===== src/rtl/arb_pkg.sv =====
// Shared types and helpers for the round-robin arbiter client side.
// Latency: n/a (declarations only).
// Backpressure: n/a.
//
// Contents: client count and index width, the pending/ack vector type,
// the requester FSM state type and a one-hot decode helper.
package arb_pkg;

  localparam int N_REQ = 8;
  localparam int IDX_W = 3;
  localparam int CNT_W = 4;

  typedef logic [IDX_W-1:0] idx_t;
  typedef logic [N_REQ-1:0] req_vec_t;

  typedef enum logic {
    IDLE  = 1'b0,
    SERVE = 1'b1
  } req_state_t;

  function automatic req_vec_t onehot(input idx_t idx);
    onehot = req_vec_t'(1) << idx;
  endfunction

endpackage


===== src/rtl/arb_requester_if.sv =====
// Bus between the requester and the combinational round-robin arbiter.
// Latency: purely wires; the arbiter answers in the same cycle.
// Backpressure: none; the requester simply ignores an inconsistent grant.
//
// Signals:
//   reqs      : pending request vector, requester -> arbiter
//   lowp      : lowest-priority client index, requester -> arbiter
//   grant_idx : winner index, arbiter -> requester
//   any_grant : arbiter saw at least one request, arbiter -> requester
interface arb_requester_if;
  import arb_pkg::*;

  req_vec_t reqs;
  idx_t     lowp;
  idx_t     grant_idx;
  logic     any_grant;

  // Requester side.
  modport master (
    output reqs,
    output lowp,
    input  grant_idx,
    input  any_grant
  );

  // Arbiter side.
  modport slave (
    input  reqs,
    input  lowp,
    output grant_idx,
    output any_grant
  );

endinterface


===== src/rtl/arb_requester.sv =====
// Client-side companion of the round-robin arbiter: collects request pulses,
// acks the winner, holds the resource until done or MAX_HOLD, then rotates lowp.
// Latency: pulse sampled at edge k -> pending at k+1 -> ack after edge k+2.
// Backpressure: requests arriving while serving stay pending until a later grant.
//
// Ports:
//   clk, rst        : clock, asynchronous active-high reset
//   req_pulse_i     : per-client single-cycle request pulses
//   done_i          : resource finished with the current owner (SERVE only)
//   arb_if          : reqs/lowp out to the arbiter, grant_idx/any_grant back
//   ack_o           : one-hot, one-cycle ack to the winning client
//   owner_o         : client currently holding the resource
//   busy_o          : high while serving
//   pending_cnt_o   : number of pending requests (0..8)
//   dup_o           : pulse, a request hit an already-pending bit
//   timeout_o       : pulse, service ended by MAX_HOLD instead of done_i
module arb_requester
  import arb_pkg::*;
#(
  parameter int unsigned MAX_HOLD = 15
) (
  input  logic               clk,
  input  logic               rst,
  input  req_vec_t           req_pulse_i,
  input  logic               done_i,
  arb_requester_if.master    arb_if,
  output req_vec_t           ack_o,
  output idx_t               owner_o,
  output logic               busy_o,
  output logic [CNT_W-1:0]   pending_cnt_o,
  output logic               dup_o,
  output logic               timeout_o
);

  localparam logic [CNT_W-1:0] HOLD_LAST = CNT_W'(MAX_HOLD - 1);

  req_state_t       state_q, state_d;
  req_vec_t         reqs_q, reqs_d;
  idx_t             lowp_q, lowp_d;
  idx_t             owner_q, owner_d;
  req_vec_t         ack_q, ack_d;
  logic [CNT_W-1:0] hold_q, hold_d;
  logic             dup_q, dup_d;
  logic             timeout_q, timeout_d;
  req_vec_t         clr_mask;
  logic [CNT_W-1:0] pend_cnt;

  always_ff @(posedge clk or posedge rst) begin
    if (rst) begin
      state_q   <= IDLE;
      reqs_q    <= '0;
      lowp_q    <= '1;  // lowp=7 makes client 0 the first searched
      owner_q   <= '0;
      ack_q     <= '0;
      hold_q    <= '0;
      dup_q     <= 1'b0;
      timeout_q <= 1'b0;
    end else begin
      state_q   <= state_d;
      reqs_q    <= reqs_d;
      lowp_q    <= lowp_d;
      owner_q   <= owner_d;
      ack_q     <= ack_d;
      hold_q    <= hold_d;
      dup_q     <= dup_d;
      timeout_q <= timeout_d;
    end
  end

  always_comb begin
    state_d   = state_q;
    lowp_d    = lowp_q;
    owner_d   = owner_q;
    hold_d    = hold_q;
    ack_d     = '0;
    timeout_d = 1'b0;
    clr_mask  = '0;

    case (state_q)
      IDLE: begin
        // Only accept a grant that points at a bit we actually have pending;
        // this also covers any_grant with an empty vector.
        if (arb_if.any_grant && reqs_q[arb_if.grant_idx]) begin
          clr_mask = onehot(arb_if.grant_idx);
          owner_d  = arb_if.grant_idx;
          ack_d    = onehot(arb_if.grant_idx);
          hold_d   = '0;
          state_d  = SERVE;
        end
      end
      SERVE: begin
        if (done_i || (hold_q == HOLD_LAST)) begin
          state_d   = IDLE;
          lowp_d    = owner_q;
          hold_d    = '0;
          timeout_d = !done_i;
        end else begin
          hold_d = hold_q + CNT_W'(1);
        end
      end
      default: state_d = IDLE;
    endcase

    // A fresh pulse on the bit being granted re-arms it rather than merging,
    // so it neither gets lost nor counts as a duplicate.
    reqs_d = (reqs_q & ~clr_mask) | req_pulse_i;
    dup_d  = |(req_pulse_i & reqs_q & ~clr_mask);
  end

  always_comb begin
    pend_cnt = '0;
    for (int i = 0; i < N_REQ; i++) begin
      pend_cnt = pend_cnt + CNT_W'(reqs_q[i]);
    end
  end

  assign arb_if.reqs   = reqs_q;
  assign arb_if.lowp   = lowp_q;
  assign ack_o         = ack_q;
  assign owner_o       = owner_q;
  assign busy_o        = (state_q == SERVE);
  assign pending_cnt_o = pend_cnt;
  assign dup_o         = dup_q;
  assign timeout_o     = timeout_q;

endmodule


===== src/flat_wrapper.sv =====
// flat-port wrapper written by rule: the top's interface ports become plain ports
module arb_requester_flat import arb_pkg::*;
#(
  parameter int unsigned MAX_HOLD = 15
)
  (clk, rst, req_pulse_i, done_i, ack_o, owner_o, busy_o, pending_cnt_o, dup_o, timeout_o, arb_if_reqs, arb_if_lowp, arb_if_grant_idx, arb_if_any_grant);
  arb_requester_if arb_if_i ();
  input  logic clk;
  input  logic rst;
  input  req_vec_t req_pulse_i;
  input  logic done_i;
  output req_vec_t ack_o;
  output idx_t owner_o;
  output logic busy_o;
  output logic [CNT_W-1:0] pending_cnt_o;
  output logic dup_o;
  output logic timeout_o;
  output wire logic [$bits(arb_if_i.reqs)-1:0] arb_if_reqs;
  output wire logic [$bits(arb_if_i.lowp)-1:0] arb_if_lowp;
  input wire logic [$bits(arb_if_i.grant_idx)-1:0] arb_if_grant_idx;
  input wire logic [$bits(arb_if_i.any_grant)-1:0] arb_if_any_grant;
  assign arb_if_reqs = arb_if_i.reqs;
  assign arb_if_lowp = arb_if_i.lowp;
  assign arb_if_i.grant_idx = arb_if_grant_idx;
  assign arb_if_i.any_grant = arb_if_any_grant;
  arb_requester #(.MAX_HOLD(MAX_HOLD)) u_core (.clk(clk), .rst(rst), .req_pulse_i(req_pulse_i), .done_i(done_i), .arb_if(arb_if_i), .ack_o(ack_o), .owner_o(owner_o), .busy_o(busy_o), .pending_cnt_o(pending_cnt_o), .dup_o(dup_o), .timeout_o(timeout_o));
endmodule

===== config.mk =====
export PLATFORM = sky130hd
export DESIGN_NAME = arb_requester_flat
export DESIGN_NICKNAME = d
export VERILOG_FILES = /design/src/rtl/arb_pkg.sv /design/src/rtl/arb_requester_if.sv /design/src/rtl/arb_requester.sv /design/src/flat_wrapper.sv
export SDC_FILE = /design/constraint.sdc
export NUM_CORES = 1
export LEC_CHECK = 0
export CAP_MARGIN = 20
export CORE_ASPECT_RATIO = 0.7
export CORE_MARGIN = 1.5
export CORE_UTILIZATION = 51
export DETAILED_ROUTE_END_ITERATION = 7
export PLACE_DENSITY_LB_ADDON = 0.12
export SLEW_MARGIN = 10
export SYNTH_ARGS = -nofsm -noshare
export SYNTH_HDL_FRONTEND = slang
export SYNTH_SLANG_ARGS = --single-unit

===== constraint.sdc =====
create_clock -name clk -period 6.3 [get_ports clk]
set_input_delay 1.26 -clock clk [delete_from_list [all_inputs] [get_ports clk]]
set_output_delay 1.26 -clock clk [all_outputs]
set_load 0.01 [all_outputs]

==> key figures, run 1 <==
Critical path
  – CP Capture Type: output port
  – Worst r2r path cells: 5
  – Crit-path max cell delay: 0.58 ns
  – Critical Path Stages: 8
  – Cell mode on critical path: fa_1
  – Crit-path cells: ha_1 > inv_1 > fa_1 > fa_1 > fa_1 > fa_1 > xnor2_1 > clkdlybuf4s50_1
  – Worst r2r src: u_core.hold_q[0]$_DFFE_PP0P_
  – Crit-path max FO: 6
  – CP Buf/Inv Count: 2
  – Crit Reg-Reg Endpoint: u_core.arb_if.lowp[2]$_DFFE_PP1P_
  – Slowest CP cell: clkdlybuf4s50_1
  – WS Path Type: reg2out
  – Cell family with most CP delay: adder cells
  – Critical Path Start Type: flop
  – WP data required: 5.04 ns
  – R2R Setup Slk: 4.48 ns
  – Critical path arrival: 3.64 ns

Die
  – Starting Density: 55.3%
  – Core Rows: 16
  – Die Ht: 49.8 um
  – Core area: 2880 um2
  – Die W: 69.8 um
  – Ports: 44
  – Die area: 3480 um2

Timing
  – Final Skew: 0.00594 ns
  – Relative slew slack: 47.7%
  – Final hold viol count: 0
  – Tcrit/Tclk final: 77.8%
  – # setup viols final: 0
  – Worst slew pin tran: 0.783 ns
  – Max Clock Freq: 204 MHz
  – RSZ-0062 raised after global routing: false
  – Setup WS post-layout: 1.40 ns
  – Fin crit period: 4.90 ns
  – Slew Limit Fails: 0
  – Setup TNS: 0 ns

Global route
  – Largest net degree at the start of global routing: 30
  – Vias in the first global route: 1332
  – Grt total ovfl: 0
  – First-pass GRT wire length: 6400 um
  – GRT Util Overall: 24.4%
  – Initial antenna violation count: 0

Placement
  – DP Worst Slack: 1.73 ns
  – Placed cell count: 223
  – Placed inst area: 2050 um2
  – Port Buf Inserts: 43
  – RD Place Congestion: 0.831
  – Dpl hpwl: 2740 um

Final layout
  – Post-layout nets: 219
  – Finished Cell Area: 2160 um2
  – N_diodes: 0
  – Fillers: 201
  – Share of cells above drive strength 1: 9.69%
  – P&R area growth vs syn: 35.7%
  – Post-Layout Cell Count: 232

Routing
  – Post-route ant nets: 0
  – Final wirelength: 3770 um
  – Via count: 1315
  – Pre-antenna DRT Iters: 4
  – Via density: 5.67
  – # DRC: 0
  – Routed wire per std cell: 16.2 um
  – DR iter-0 viols: 116

Logic synthesis
  – Syn avg cell area: 10.8 um2
  – Post-synth top area share: 40.8%
  – Top-count cell post-synth: dfrtp_1
  – Synth top cells by count: 26 x dfrtp_1, 16 x inv_1, 14 x nand2_1
  – Synth Instances: 148
  – Register area share after synthesis: 45.8%
  – Post-synth ARST share: 100%
  – Synthesized Nets: 172
  – Dominant synthesized flop cell: dfrtp_1
  – Top area cells in the synthesized netlist: dfrtp_1 41%, fa_1 5.0%, dfstp_2 4.9%, ha_1 3.9%, inv_1 3.8%
  – Post-synth EDFFs: 0
  – Leading area contributor after synthesis: dfrtp_1
  – Post-synthesis instance area: 1590 um2
  – YS warnings: 0
  – Yosys reg bits: 29
  – Distinct cells, synth: 43

Worst hold path
  – Worst hold stages: 1
  – Hold path start: u_core.owner_o[1]$_DFFE_PP0P_
  – Hold Path Sink: u_core.arb_if.lowp[1]$_DFFE_PP1P_
  – Hold crit path type: reg2reg

Power and ir drop
  – VDD IR max: 0.202 mV
  – Power per cell area: 249 nW/um2
  – Total power: 538 uW
  – Leakage power: 0.000980 uW

CTS
  – CTS buffer count: 5
  – Hold-fix buffers at CTS: 0
  – Clock Sink Count: 29
  – Deepest clock path buffer count: 2
  – Insertion delay to the later sink of the worst-skew pair: 0.27 ns
  – Buffer count from post-CTS setup fixing: 0
  – Post-CTS Resized: 0
  – TritonCTS clock tree: done
  – Clock transition at path regs: 0.06 ns
  – Root buf cell: clkbuf_8
  – H-tree depth: 2

Status
  – Status: complete, no violations

Flow run
  – MaxCap Viol Count: 0
[logic make-up after synthesis]
| group | share of synthesized area [%] |
|---|---|
| AOI/OAI and AO/OA | 15.0 |
| xor gates and xnor gates | 1.10 |
| adders and majority gates | 8.95 |
| buffers and inverters | 5.26 |
| DFF | 45.8 |
| muxes | 5.73 |
| and+or+nand+nor | 18.2 |
[cell usage in the layout, fill, tap and decap left out, drive strengths merged, types with 6 or more instances in the layout]
cell / n
clkdlybuf4s50: 43
dfrtp: 26
inv: 15
nand2: 14
nor2: 10
clkbuf: 8
mux2: 6
[final cells by class]
type	count	area, um2	share of cell area [%]
sequential	29	729	33.7
timing repair buffer	44	458	21.2
multi-input combinational	99	781	36.1
inverter	16	60.1	2.78
tap	36	45.0	2.08
clock buffer	8	90.1	4.16
[state kept, by name, summed over array words and instances (netlist names)]
name,count
u_core.owner_o,3
u_core.hold_q,4
u_core.busy_o,1
u_core.timeout_o,1
u_core.arb_if.reqs,8
u_core.dup_o,1
u_core.arb_if.lowp,3
u_core.ack_o,8
[where the power goes]
| group | internal, uW | switching, uW |
|---|---|---|
| Sequential | 215 | 18.9 |
| Clock | 88.8 | 63.9 |
| Combinational | 86.5 | 65.5 |
| Total | 390 | 148 |
[metrics by stage]
stage	util, %	hold WS, ns
2_1_floorplan	-	0.507
3_3_place_gp	71.0	0.518
3_5_place_dp	71.0	0.531
4_1_cts	74.1	0.553
5_1_grt	75.0	0.571
6_report	75.0	0.555
[worst max path at each step]
stage | slack, ns | endpoint | start
final | 1.40 | pending_cnt_o[2] | u_core.arb_if.reqs[1]$_DFF_PP0_
after detailed placement | 1.73 | pending_cnt_o[2] | u_core.arb_if.reqs[1]$_DFF_PP0_
after global routing | 1.34 | pending_cnt_o[2] | u_core.arb_if.reqs[1]$_DFF_PP0_
after global placement | 1.91 | pending_cnt_o[2] | u_core.arb_if.reqs[1]$_DFF_PP0_
after CTS | 1.41 | pending_cnt_o[2] | u_core.arb_if.reqs[1]$_DFF_PP0_
after floorplan | 2.34 | pending_cnt_o[2] | u_core.arb_if.reqs[0]$_DFF_PP0_
[layer usage]
metal / share of wire, % / GRT usage (%)
met1: 44 / 32.7
met2: 48 / 37.9
met3: 7.1 / 6.95
met4: 1.2 / 8.97
met5: 0 / 0
Note: power is estimated with default switching activity, not from simulation.
==> run 2, diff against run 1 <==
CORE_UTILIZATION = 47   (was 51)
clock period = 4.6 ns   (was 6.3 ns; I/O delays follow)
==> run 2 against run 1 <==
  * Sequential power is 36% higher
  * Cell count is 0.86% higher
  * Die area is 8.1% higher
  * Clock skew up 0.0067 ns
  * Global-route usage shrank 1.2 points
  * Total power grew 46%
  * Clock-buffer cell count fell by 2
  * Routed wire length is 0.90% higher
  * Setup slack got worse by 1.2 ns
  * Critical path depth is the same
  * Design area increased by 1.0%
  * Critical endpoint is now pending_cnt_o[1]
==> key figures, run 2 (synthesized netlist as in run 1, its figures left out) <==
Power and ir drop
  – Total power: 785 uW (was 538 uW)
  – Power per cell area: 359 nW/um2 (was 249 nW/um2)
  – Leakage power: 0.00101 uW (was 0.000980 uW)
  – VDD IR max: 0.223 mV (was 0.202 mV)

Die
  – Die Ht: 51.7 um (was 49.8 um)
  – Core Rows: 17 (was 16)
  – Ports: 44 (unchanged)
  – Starting Density: 50.0% (was 55.3%)
  – Core area: 3190 um2 (was 2880 um2)
  – Die W: 72.6 um (was 69.8 um)
  – Die area: 3760 um2 (was 3480 um2)

Critical path
  – CP Capture Type: output port (unchanged)
  – Cell mode on critical path: fa_1 (unchanged)
  – Cell family with most CP delay: adder cells (unchanged)
  – Crit-path max FO: 6 (unchanged)
  – WS Path Type: reg2out (unchanged)
  – Critical Path Stages: 8 (unchanged)
  – CP Buf/Inv Count: 3 (was 2)
  – Critical path arrival: 3.44 ns (was 3.64 ns)
  – Critical Path Start Type: flop (unchanged)
  – Slowest CP cell: clkdlybuf4s50_1 (unchanged)
  – Worst r2r path cells: 5 (unchanged)
  – Crit-path cells: ha_1 > inv_1 > fa_1 > fa_1 > fa_1 > fa_1 > inv_1 > clkdlybuf4s50_1 (was ha_1 > inv_1 > fa_1 > fa_1 > fa_1 > fa_1 > xnor2_1 > clkdlybuf4s50_1)
  – WP data required: 3.68 ns (was 5.04 ns)
  – Crit-path max cell delay: 0.53 ns (was 0.58 ns)
  – R2R Setup Slk: 2.82 ns (was 4.48 ns)

Final layout
  – Most frequent cells in the layout: 42 x clkdlybuf4s50_1, 26 x dfrtp_1, 16 x inv_1, 14 x nand2_1, 10 x nor2_1 (was 43 x clkdlybuf4s50_1, 26 x dfrtp_1, 15 x inv_1, 14 x nand2_1, 10 x nor2_1)
  – Post-layout nets: 219 (unchanged)
  – Post-layout util: 68.5% (was 75.0%)
  – Fillers: 249 (was 201)
  – Share of cells above drive strength 1: 10.2% (was 9.69%)
  – N_diodes: 0 (unchanged)
  – Most common cell after layout, fill and taps aside: clkdlybuf4s50_1 (unchanged)
  – P&R area growth vs syn: 37.1% (was 35.7%)
  – Post-Layout Cell Count: 234 (was 232)

Global route
  – Largest net degree at the start of global routing: 22 (was 30)
  – Initial antenna violation count: 0 (unchanged)
  – First-pass GRT wire length: 6320 um (was 6400 um)
  – Grt total ovfl: 0 (unchanged)
  – GRT Util Overall: 23.2% (was 24.4%)
  – Vias in the first global route: 1289 (was 1332)

Timing
  – Tcrit/Tclk final: 94.8%
  – RSZ-0062 raised after global routing: false (unchanged)
  – Final Skew: 0.0127 ns (was 0.00594 ns)
  – Max Clock Freq: 229 MHz
  – Relative slew slack: 45.6% (was 47.7%)
  – Setup WS post-layout: 0.239 ns (was 1.40 ns)
  – Final hold viol count: 0 (unchanged)
  – Worst slew pin tran: 0.813 ns (was 0.783 ns)
  – # setup viols final: 0 (unchanged)
  – Slew Limit Fails: 0 (unchanged)
  – Setup TNS: 0 ns (unchanged)
  – Fin crit period: 4.36 ns

Routing
  – Final wirelength: 3800 um (was 3770 um)
  – # DRC: 0 (unchanged)
  – Via density: 5.70 (was 5.67)
  – DR iter-0 viols: 83 (was 116)
  – Routed wire per std cell: 16.2 um (about the same)
  – Post-route ant nets: 0 (unchanged)
  – Via count: 1334 (was 1315)
  – Pre-antenna DRT Iters: 4 (unchanged)

CTS
  – Deepest clock path buffer count: 2 (unchanged)
  – H-tree depth: 2 (unchanged)
  – Clock Sink Count: 29 (unchanged)
  – Clock transition at path regs: 0.06 ns (about the same)
  – Buffer count from post-CTS setup fixing: 0 (unchanged)
  – TritonCTS clock tree: done (unchanged)
  – Insertion delay to the later sink of the worst-skew pair: 0.29 ns (was 0.27 ns)
  – CTS buffer count: 5 (unchanged)
  – Root buf cell: clkbuf_8 (unchanged)

Placement
  – Port Buf Inserts: 43 (unchanged)
  – Placed cell count: 226 (was 223)
  – Dpl hpwl: 2840 um (was 2740 um)
  – DP Worst Slack: 0.413 ns (was 1.73 ns)
  – RD Place Congestion: 0.872 (was 0.831)

Worst hold path
  – Worst hold stages: 1 (unchanged)
  – Hold crit path type: reg2reg (unchanged)

Status
  – Status: complete, no violations (unchanged)

Flow run
  – MaxCap Viol Count: 0 (unchanged)
## run 2: worst reg2reg max path, delay by kind of cell (launching register included)
| family | cells | cell delay (ns) |
|---|---|---|
| AND/OR/NAND/NOR | 1 | 0.19 |
| AO/OA/AOI/OAI | 1 | 0.44 |
| multiplexers | 1 | 0.40 |
| flip-flops | 1 | 0.42 |
| buffers and inverters | 1 | 0.06 |
| adder cells (fa/ha/maj) | 1 | 0.20 |
## run 2: cell type report
cell class / count / area (um2) / area share [%]
Clock inverter: 2 / 35.0 / 1.60
Timing Repair Buffer: 44 / 460 / 21.1
Clock buffer: 6 / 72.6 / 3.32
Multi-Input combinational cell: 99 / 781 / 35.7
Tap cell: 38 / 47.5 / 2.18
Inverter: 16 / 60.1 / 2.75
Sequential cell: 29 / 729 / 33.4
## run 2: repair_timing
action                                  4_1_cts  5_1_grt
hold buffers                                  0        0
resized for setup                             0        1
endpoints found under the setup margin        0        1
endpoints found under the hold margin         0        0
## run 2: worst paths after layout
kind / start / end
setup / recovery: u_core.arb_if.reqs[0]$_DFF_PP0_ / pending_cnt_o[1]
hold / removal: u_core.owner_o[1]$_DFFE_PP0P_ / u_core.arb_if.lowp[1]$_DFFE_PP1P_
setup reg to reg: u_core.hold_q[0]$_DFFE_PP0P_ / u_core.arb_if.lowp[2]$_DFFE_PP1P_
hold reg to reg: u_core.owner_o[1]$_DFFE_PP0P_ / u_core.arb_if.lowp[1]$_DFFE_PP1P_
max in group asynchronous: rst / u_core.arb_if.lowp[2]$_DFFE_PP1P_
min in group asynchronous: rst / u_core.ack_o[5]$_DFF_PP0_
## run 2: power by group
group / switching [uW] / internal, uW
combinational: 91.1 / 118
clock: 98.2 / 160
sequential: 24.1 / 294
## run 2: stage by stage
stage	hold WS, ns	instance area [um2]
finish	0.545	2190
floorplan	0.507	1590
global route	0.567	2190
CTS	0.552	2180
global placement	0.524	2050
detailed placement	0.527	2080
## run 2: layer usage
metal / up-vias / part of all wire, % / GRT usage (%)
li1: 605 / - / -
met2: 60 / 44 / 34.1
met1: 656 / 47 / 32.3
met4: 0 / 2.5 / 9.75
met3: 13 / 6.6 / 6.20
met5: - / 0 / 0
